<file path="src/rtl/mc_pkg.sv">
// Shared constants for the multi-cycle controller: opcodes, functs, ALU codes,
// FSM state encoding, instruction classes and PC source codes.
package mc_pkg;

    localparam logic [5:0] OP_RTYPE = 6'b000000;
    localparam logic [5:0] OP_J     = 6'b000010;
    localparam logic [5:0] OP_BEQ   = 6'b000100;
    localparam logic [5:0] OP_BNE   = 6'b000101;
    localparam logic [5:0] OP_BLTZ  = 6'b000110;
    localparam logic [5:0] OP_ADDIU = 6'b001001;
    localparam logic [5:0] OP_SLTI  = 6'b001010;
    localparam logic [5:0] OP_ANDI  = 6'b001100;
    localparam logic [5:0] OP_ORI   = 6'b001101;
    localparam logic [5:0] OP_LW    = 6'b100011;
    localparam logic [5:0] OP_SW    = 6'b101011;
    localparam logic [5:0] OP_HALT  = 6'b111111;

    localparam logic [5:0] FN_SLL = 6'b000000;
    localparam logic [5:0] FN_ADD = 6'b100000;
    localparam logic [5:0] FN_SUB = 6'b100010;
    localparam logic [5:0] FN_AND = 6'b100100;
    localparam logic [5:0] FN_OR  = 6'b100101;

    localparam logic [3:0] ALU_AND  = 4'b0000;
    localparam logic [3:0] ALU_OR   = 4'b0001;
    localparam logic [3:0] ALU_ADD  = 4'b0100;
    localparam logic [3:0] ALU_SUB  = 4'b0101;
    localparam logic [3:0] ALU_SLT  = 4'b0110;
    localparam logic [3:0] ALU_SLL  = 4'b0111;
    localparam logic [3:0] ALU_BEQ  = 4'b1000;
    localparam logic [3:0] ALU_BNE  = 4'b1001;
    localparam logic [3:0] ALU_BLTZ = 4'b1010;

    localparam logic [1:0] PCSRC_SEQ    = 2'd0;
    localparam logic [1:0] PCSRC_BRANCH = 2'd1;
    localparam logic [1:0] PCSRC_JUMP   = 2'd2;

    typedef enum logic [2:0] {
        S_IF, S_ID, S_EXE, S_MEM, S_WB, S_HALT
    } state_t;

    typedef enum logic [3:0] {
        C_NOP, C_ALU, C_LW, C_SW, C_BEQ, C_BNE, C_BLTZ, C_J, C_HALT
    } iclass_t;

endpackage

</file>
<file path="src/rtl/mc_decode.sv">
// Combinational instruction decoder: classifies op/funct and produces the
// datapath selects that stay fixed for the whole instruction.
module mc_decode
    import mc_pkg::*;
#(
    parameter int ALUOP_W = 4
)
(
    input  logic [5:0]         op,
    input  logic [5:0]         funct,
    output iclass_t            iclass,
    output logic [ALUOP_W-1:0] aluop,
    output logic               alusrca,
    output logic               alusrcb,
    output logic               regdst,
    output logic               extsel,
    output logic               datasrc
);

    logic [3:0] code;

    always_comb begin
        iclass  = C_NOP;
        code    = ALU_AND;
        alusrca = 1'b0;
        alusrcb = 1'b0;
        regdst  = 1'b0;
        extsel  = 1'b0;
        datasrc = 1'b0;
        case (op)
            OP_RTYPE: begin
                iclass = C_ALU;
                regdst = 1'b1;
                case (funct)
                    FN_SLL: begin code = ALU_SLL; alusrca = 1'b1; end
                    FN_ADD: code = ALU_ADD;
                    FN_SUB: code = ALU_SUB;
                    FN_AND: code = ALU_AND;
                    FN_OR:  code = ALU_OR;
                    default: begin iclass = C_NOP; regdst = 1'b0; end
                endcase
            end
            OP_ADDIU: begin iclass = C_ALU; code = ALU_ADD; alusrcb = 1'b1; extsel = 1'b1; end
            OP_ANDI:  begin iclass = C_ALU; code = ALU_AND; alusrcb = 1'b1; end
            OP_ORI:   begin iclass = C_ALU; code = ALU_OR;  alusrcb = 1'b1; end
            OP_SLTI:  begin iclass = C_ALU; code = ALU_SLT; alusrcb = 1'b1; extsel = 1'b1; end
            OP_LW:    begin iclass = C_LW; code = ALU_ADD; alusrcb = 1'b1; extsel = 1'b1; datasrc = 1'b1; end
            OP_SW:    begin iclass = C_SW; code = ALU_ADD; alusrcb = 1'b1; extsel = 1'b1; end
            OP_BEQ:   begin iclass = C_BEQ;  code = ALU_BEQ;  end
            OP_BNE:   begin iclass = C_BNE;  code = ALU_BNE;  end
            OP_BLTZ:  begin iclass = C_BLTZ; code = ALU_BLTZ; end
            OP_J:     iclass = C_J;
            OP_HALT:  iclass = C_HALT;
            default:  iclass = C_NOP;
        endcase
        aluop = ALUOP_W'(code);
    end

endmodule

</file>
<file path="src/rtl/multi_cycle_control.sv">
// Multi-cycle CPU sequencer: IF/ID/EXE/MEM/WB FSM with memory ready handshakes,
// per-cycle enable generation and a retired-instruction counter.
module multi_cycle_control
    import mc_pkg::*;
#(
    parameter int CNT_W   = 32,
    parameter int ALUOP_W = 4
)
(
    input  logic               clk,
    input  logic               rst,
    input  logic [5:0]         op,
    input  logic [5:0]         funct,
    input  logic               zero,
    input  logic               sign,
    input  logic               imem_ready,
    input  logic               dmem_ready,
    output logic               imem_req,
    output logic               dmem_req,
    output logic               PCWrite,
    output logic               IRWrite,
    output logic [1:0]         pcsrc,
    output logic [ALUOP_W-1:0] ALUop,
    output logic               ALUsrcA,
    output logic               ALUsrcB,
    output logic               RegDst,
    output logic               ExtSel,
    output logic               datasrc,
    output logic               Regwrite,
    output logic               mWR,
    output logic               halted,
    output logic [CNT_W-1:0]   instr_count
);

    state_t             state;
    iclass_t            iclass;
    logic [ALUOP_W-1:0] dec_aluop;
    logic               dec_alusrca, dec_alusrcb, dec_regdst, dec_extsel, dec_datasrc;
    logic               is_branch;
    logic               retire;

    mc_decode #(.ALUOP_W(ALUOP_W)) u_decode (
        .op      (op),
        .funct   (funct),
        .iclass  (iclass),
        .aluop   (dec_aluop),
        .alusrca (dec_alusrca),
        .alusrcb (dec_alusrcb),
        .regdst  (dec_regdst),
        .extsel  (dec_extsel),
        .datasrc (dec_datasrc)
    );

    assign is_branch = (iclass == C_BEQ) || (iclass == C_BNE) || (iclass == C_BLTZ);

    always_ff @(posedge clk or posedge rst) begin
        if (rst) begin
            state       <= S_IF;
            instr_count <= '0;
        end else begin
            if (retire)
                instr_count <= instr_count + CNT_W'(1);
            case (state)
                S_IF:  if (imem_ready) state <= S_ID;
                S_ID: begin
                    case (iclass)
                        C_J, C_NOP: state <= S_IF;
                        C_HALT:     state <= S_HALT;
                        default:    state <= S_EXE;
                    endcase
                end
                S_EXE: begin
                    if (is_branch)
                        state <= S_IF;
                    else if ((iclass == C_LW) || (iclass == C_SW))
                        state <= S_MEM;
                    else
                        state <= S_WB;
                end
                S_MEM: if (dmem_ready) state <= (iclass == C_SW) ? S_IF : S_WB;
                S_WB:   state <= S_IF;
                S_HALT: state <= S_HALT;
                default: state <= S_IF;
            endcase
        end
    end

    // Enables depend on same-cycle ready/flag inputs, so they are decoded from
    // state combinationally; reset forces every output low immediately.
    always_comb begin
        imem_req = 1'b0;
        dmem_req = 1'b0;
        PCWrite  = 1'b0;
        IRWrite  = 1'b0;
        pcsrc    = PCSRC_SEQ;
        Regwrite = 1'b0;
        mWR      = 1'b0;
        halted   = 1'b0;
        retire   = 1'b0;
        ALUop    = '0;
        ALUsrcA  = 1'b0;
        ALUsrcB  = 1'b0;
        RegDst   = 1'b0;
        ExtSel   = 1'b0;
        datasrc  = 1'b0;
        if (state inside {S_ID, S_EXE, S_MEM, S_WB}) begin
            ALUop   = dec_aluop;
            ALUsrcA = dec_alusrca;
            ALUsrcB = dec_alusrcb;
            RegDst  = dec_regdst;
            ExtSel  = dec_extsel;
            datasrc = dec_datasrc;
            if (is_branch)
                pcsrc = PCSRC_BRANCH;
            else if (iclass == C_J)
                pcsrc = PCSRC_JUMP;
        end
        case (state)
            S_IF: begin
                imem_req = 1'b1;
                IRWrite  = imem_ready;
                PCWrite  = imem_ready;
            end
            S_ID: begin
                PCWrite = (iclass == C_J);
                retire  = (iclass == C_J) || (iclass == C_NOP);
            end
            S_EXE: begin
                case (iclass)
                    C_BEQ:   PCWrite = zero;
                    C_BNE:   PCWrite = ~zero;
                    C_BLTZ:  PCWrite = sign;
                    default: PCWrite = 1'b0;
                endcase
                retire = is_branch;
            end
            S_MEM: begin
                dmem_req = 1'b1;
                mWR      = (iclass == C_SW);
                retire   = dmem_ready && (iclass == C_SW);
            end
            S_WB: begin
                Regwrite = 1'b1;
                retire   = 1'b1;
            end
            S_HALT:  halted = 1'b1;
            default: ;
        endcase
        if (rst) begin
            imem_req = 1'b0;
            dmem_req = 1'b0;
            PCWrite  = 1'b0;
            IRWrite  = 1'b0;
            pcsrc    = PCSRC_SEQ;
            Regwrite = 1'b0;
            mWR      = 1'b0;
            halted   = 1'b0;
            ALUop    = '0;
            ALUsrcA  = 1'b0;
            ALUsrcB  = 1'b0;
            RegDst   = 1'b0;
            ExtSel   = 1'b0;
            datasrc  = 1'b0;
        end
    end

endmodule

</file>
<file path="config.mk">
export PLATFORM = sky130hd
export DESIGN_NAME = multi_cycle_control
export DESIGN_NICKNAME = d
export VERILOG_FILES = /design/src/rtl/mc_pkg.sv /design/src/rtl/mc_decode.sv /design/src/rtl/multi_cycle_control.sv
export SDC_FILE = /design/constraint.sdc
export NUM_CORES = 1
export LEC_CHECK = 0
export BUFFER_PORTS_ARGS = -buffer_cell sky130_fd_sc_hd__buf_4
export CELL_PAD_IN_SITES_DETAIL_PLACEMENT = 1
export CELL_PAD_IN_SITES_GLOBAL_PLACEMENT = 2
export CORE_MARGIN = 4
export CORE_UTILIZATION = 28
export CTS_CLUSTER_SIZE = 40
export DETAILED_ROUTE_END_ITERATION = 16
export PLACE_DENSITY_LB_ADDON = 0.25
export SLEW_MARGIN = 20
export SYNTH_ARGS = -nofsm -noshare
export SYNTH_HDL_FRONTEND = slang
export SYNTH_HIERARCHICAL = 1
export SYNTH_SLANG_ARGS = --single-unit
</file>
<file path="constraint.sdc">
create_clock -name clk -period 2.4 [get_ports clk]
set_input_delay 0.24 -clock clk [delete_from_list [all_inputs] [get_ports clk]]
set_output_delay 0.24 -clock clk [all_outputs]
set_load 0.02 [all_outputs]
</file>
==> flow_metrics.env <==
export IMPL_min_period_ns=2.303
export IMPL_ir_worst_vdd_mv=0.5498
export IMPL_status="finished, final reports clean"
export IMPL_leakage_nw=1.632
export IMPL_switchingPower_uw=884.0
export IMPL_drtPass1Iterations=4
export IMPL_clk_latency_ns=0.29
export IMPL_maxCapViolCount=0
export IMPL_numCtsBuffers=5
export IMPL_skew_ns=0.009124
export IMPL_avgViaCountPerCell=4.844
export IMPL_finalSetupViolations=0
export IMPL_fmaxAchievable_ghz=0.4343
export IMPL_totalWireLength_um=6761
export IMPL_reg2reg_depth=6
export IMPL_synth_area_per_cell_um2=9.440
export IMPL_grt_remaining_overflow=0
export IMPL_nFillCells=980
export IMPL_worstPathMaxFanout=5
export IMPL_nNetsFinal=374
export IMPL_sequentialPowerShare_pct=36.5
export IMPL_hold_viol_final=0
export IMPL_clkPwrFrac_pct=21.3
export IMPL_rows=33
export IMPL_multi_input_area_um2=1488
export IMPL_required_ns=2.16
export IMPL_finalPower_mw=2.240
export IMPL_wire_per_inst_um=14.67
export IMPL_r2r_slack_ns=0.39
export IMPL_final_layout_size_suffix_gt1_share_pct=38.76
export IMPL_switching_share_pct=39.46
export IMPL_ff_latch_area_um2=875.8
export IMPL_rsz0062_at_grt="true"
export IMPL_synth_largest_area_cell="dfrtp_1"
export IMPL_gp_congestion=0.7466
export IMPL_pwr_density_cell_nw_per_um2=656.8
export IMPL_synthCells=259
export IMPL_clk_pin_slew_worst_paths_ns=0.07
export IMPL_portBuffers=67
export IMPL_yosys_top_cells_count="35 x dfrtp_1, 28 x nand2_1, 21 x xnor2_1"
export IMPL_slew_viol_final=0
export IMPL_clock_root_buffer="clkbuf_8"
export IMPL_synth_edf_count=0
export IMPL_die_w_um=101.4
export IMPL_clock_path_buffers=2
export IMPL_power_internal_mw=1.356
export IMPL_ys_ff_latch=35
export IMPL_seq_area_frac_synth_pct=35.82
export IMPL_core_um2=8341
export IMPL_arrival_ns=2.06
export IMPL_syn_num_nets=278
export IMPL_drc=0
export IMPL_grt_pass1_wl_um=11660
export IMPL_ys_warn_count=6
export IMPL_die_area_um2=10290
export IMPL_worstReg2RegStart="state[0]"
export IMPL_yosysMostFrequentCell="dfrtp_1"
export IMPL_first_global_vias=2323
export IMPL_antenna_found_initial=0
export IMPL_grt_max_degree=36
export IMPL_dp_hpwl_um=5194
export IMPL_post_route_period_util_pct=95.95
export IMPL_min_path_type="in2async"
export IMPL_synth_area_um2=2445
export IMPL_tightest_slew_ns=0.4697
export IMPL_track_usage_pct=13.98
export IMPL_reg2reg_to="instr_count[31]"
export IMPL_synth_main_ff_cell="dfrtp_1"
export IMPL_synth_distinct_cells=57
export IMPL_synth_top_area_share_pct=35.82
export IMPL_via_count=2233
export IMPL_clock_sinks=35
export IMPL_start_kind="primary input"
export IMPL_drtAntennaViolNets=0
export IMPL_hold_buffers=0
export IMPL_synthTopCellsByArea="dfrtp_1 36%, xnor2_1 7.5%, xor2_1 5.0%, nand2_1 4.3%, and2_1 3.3%"
export IMPL_drt_iter0_markers=31
export IMPL_area_growth_syn_to_layout_pct=39.51
export IMPL_tritoncts="yes"
export IMPL_n_antenna_cell=0
export IMPL_crit_type="in2out"
export IMPL_ios=68
export IMPL_async_flop_share_pct=100.0
export IMPL_htreeDepth=2
export IMPL_die_y_um=101.4
export IMPL_end_kind="output port"
export IMPL_setup_tns_ns=0
export IMPL_slew_headroom_pct=68.68
export IMPL_start_util_pct=29.31
export IMPL_combinationalPowerShare_pct=42.2
-- metal layers --
metal	global-route usage [%]	share of wire [%]	wire length, um
met5	0	0	0
met4	3.681	0.96	65
met1	18.99	47	3147
met3	2.824	4.3	290
met2	22.69	48	3257
-- logic make-up (layout without fill, tap and decap cells) --
| logic type | count (synthesis) | after routing | share of synthesized area (%) |
|---|---|---|---|
| buf+inv | 22 | 119 | 4.708 |
| compound gates | 33 | 33 | 12.13 |
| fa+ha+maj | 2 | 2 | 0.9211 |
| simple gates | 130 | 130 | 33.01 |
| flops | 35 | 35 | 35.82 |
| mux | 2 | 2 | 0.8700 |
| xor+xnor | 35 | 35 | 12.54 |
-- stage by stage --
step / utilization (%) / instance area [um2] / worst slack (ns) / hold WS, ns / instances
floorplan: - / 2469 / 0.003830 / 0.3997 / 259
global placement: 39.23 / 3272 / -0.1178 / 0.4437 / 450
detailed placement: 39.23 / 3272 / -0.1545 / 0.4485 / 450
CTS: 40.49 / 3377 / 0.01786 / 0.1361 / 458
global route: 40.89 / 3411 / -0.04890 / 0.1542 / 461
finish: 40.89 / 3411 / 0.09725 / 0.1168 / 461
-- sequential cells by signal (all words and copies together) (netlist names) --
signal / count
state: 3
instr_count: 32
-- power groups by stage --
| stage | Combinational [mW] | Sequential (mW) | Clock [mW] |
|---|---|---|---|
| final | 0.945 | 0.818 | 0.477 |
| after global routing | 1.05 | 0.844 | 0.514 |
| after CTS | 0.955 | 0.817 | 0.495 |
| after detailed placement | 0.952 | 0.827 | 0 |
| after global placement | 0.943 | 0.828 | 0 |
| after floorplan | 0.562 | 0.822 | 0 |
-- timing repair --
action / 4_1_cts / 5_1_grt
cloned: 0 / 0
pin swaps: 0 / 1
setup buffers: 0 / 3
gates resized for setup: 1 / 3
endpoints found under the setup margin: 1 / 6
-- cells in the final DEF, fill, tap and decap left out, drive strengths merged, types with 3 or more instances in the layout --
cell	Yosys	final
xor2	14	14
nand3	17	17
dfrtp	35	35
o21ai	5	5
a31oi	3	3
nand2	28	28
nor2	18	18
clkbuf	2	8
buf	12	103
xnor2	21	21
a21oi	7	7
and2	13	13
nor3	12	12
nand4	10	10
nor4	5	5
and4	3	3
inv	8	8
and3	12	12
-- area by class of cell --
cell class,count,area share (%)
well taps,105,3.852
repair buffers,103,23.04
multi-input cells,202,43.62
clock buffers,8,2.935
flip-flops and latches,35,25.68
inverters,8,0.8804
-- worst max-delay path: stages --
cell and delay (ns):
buf_4 0.14, maj3_1 0.35, mux2i_1 0.15, o22a_1 0.18, o22ai_4 0.10, buf_4 0.16
xnor2_1 0.12, o21ai_0 0.18, nand3_1 0.14, a21oi_2 0.16, buf_4 0.15
-- worst max-delay path by stage --
| stage | startpoint | to | slack, ns | depth (start not counted) |
|---|---|---|---|---|
| final | op[3] | PCWrite | 0.1 | 11 |
| after global routing | op[3] | PCWrite | -0.05 | 11 |
| after CTS | funct[0] | PCWrite | 0.02 | 11 |
| after detailed placement | op[3] | instr_count[5] | -0.15 | 10 |
| after global placement | op[3] | instr_count[5] | -0.12 | 10 |
| after floorplan | op[2] | instr_count[25] | 0.004 | 10 |
No activity file was read; power rests on OpenSTA's default activity.
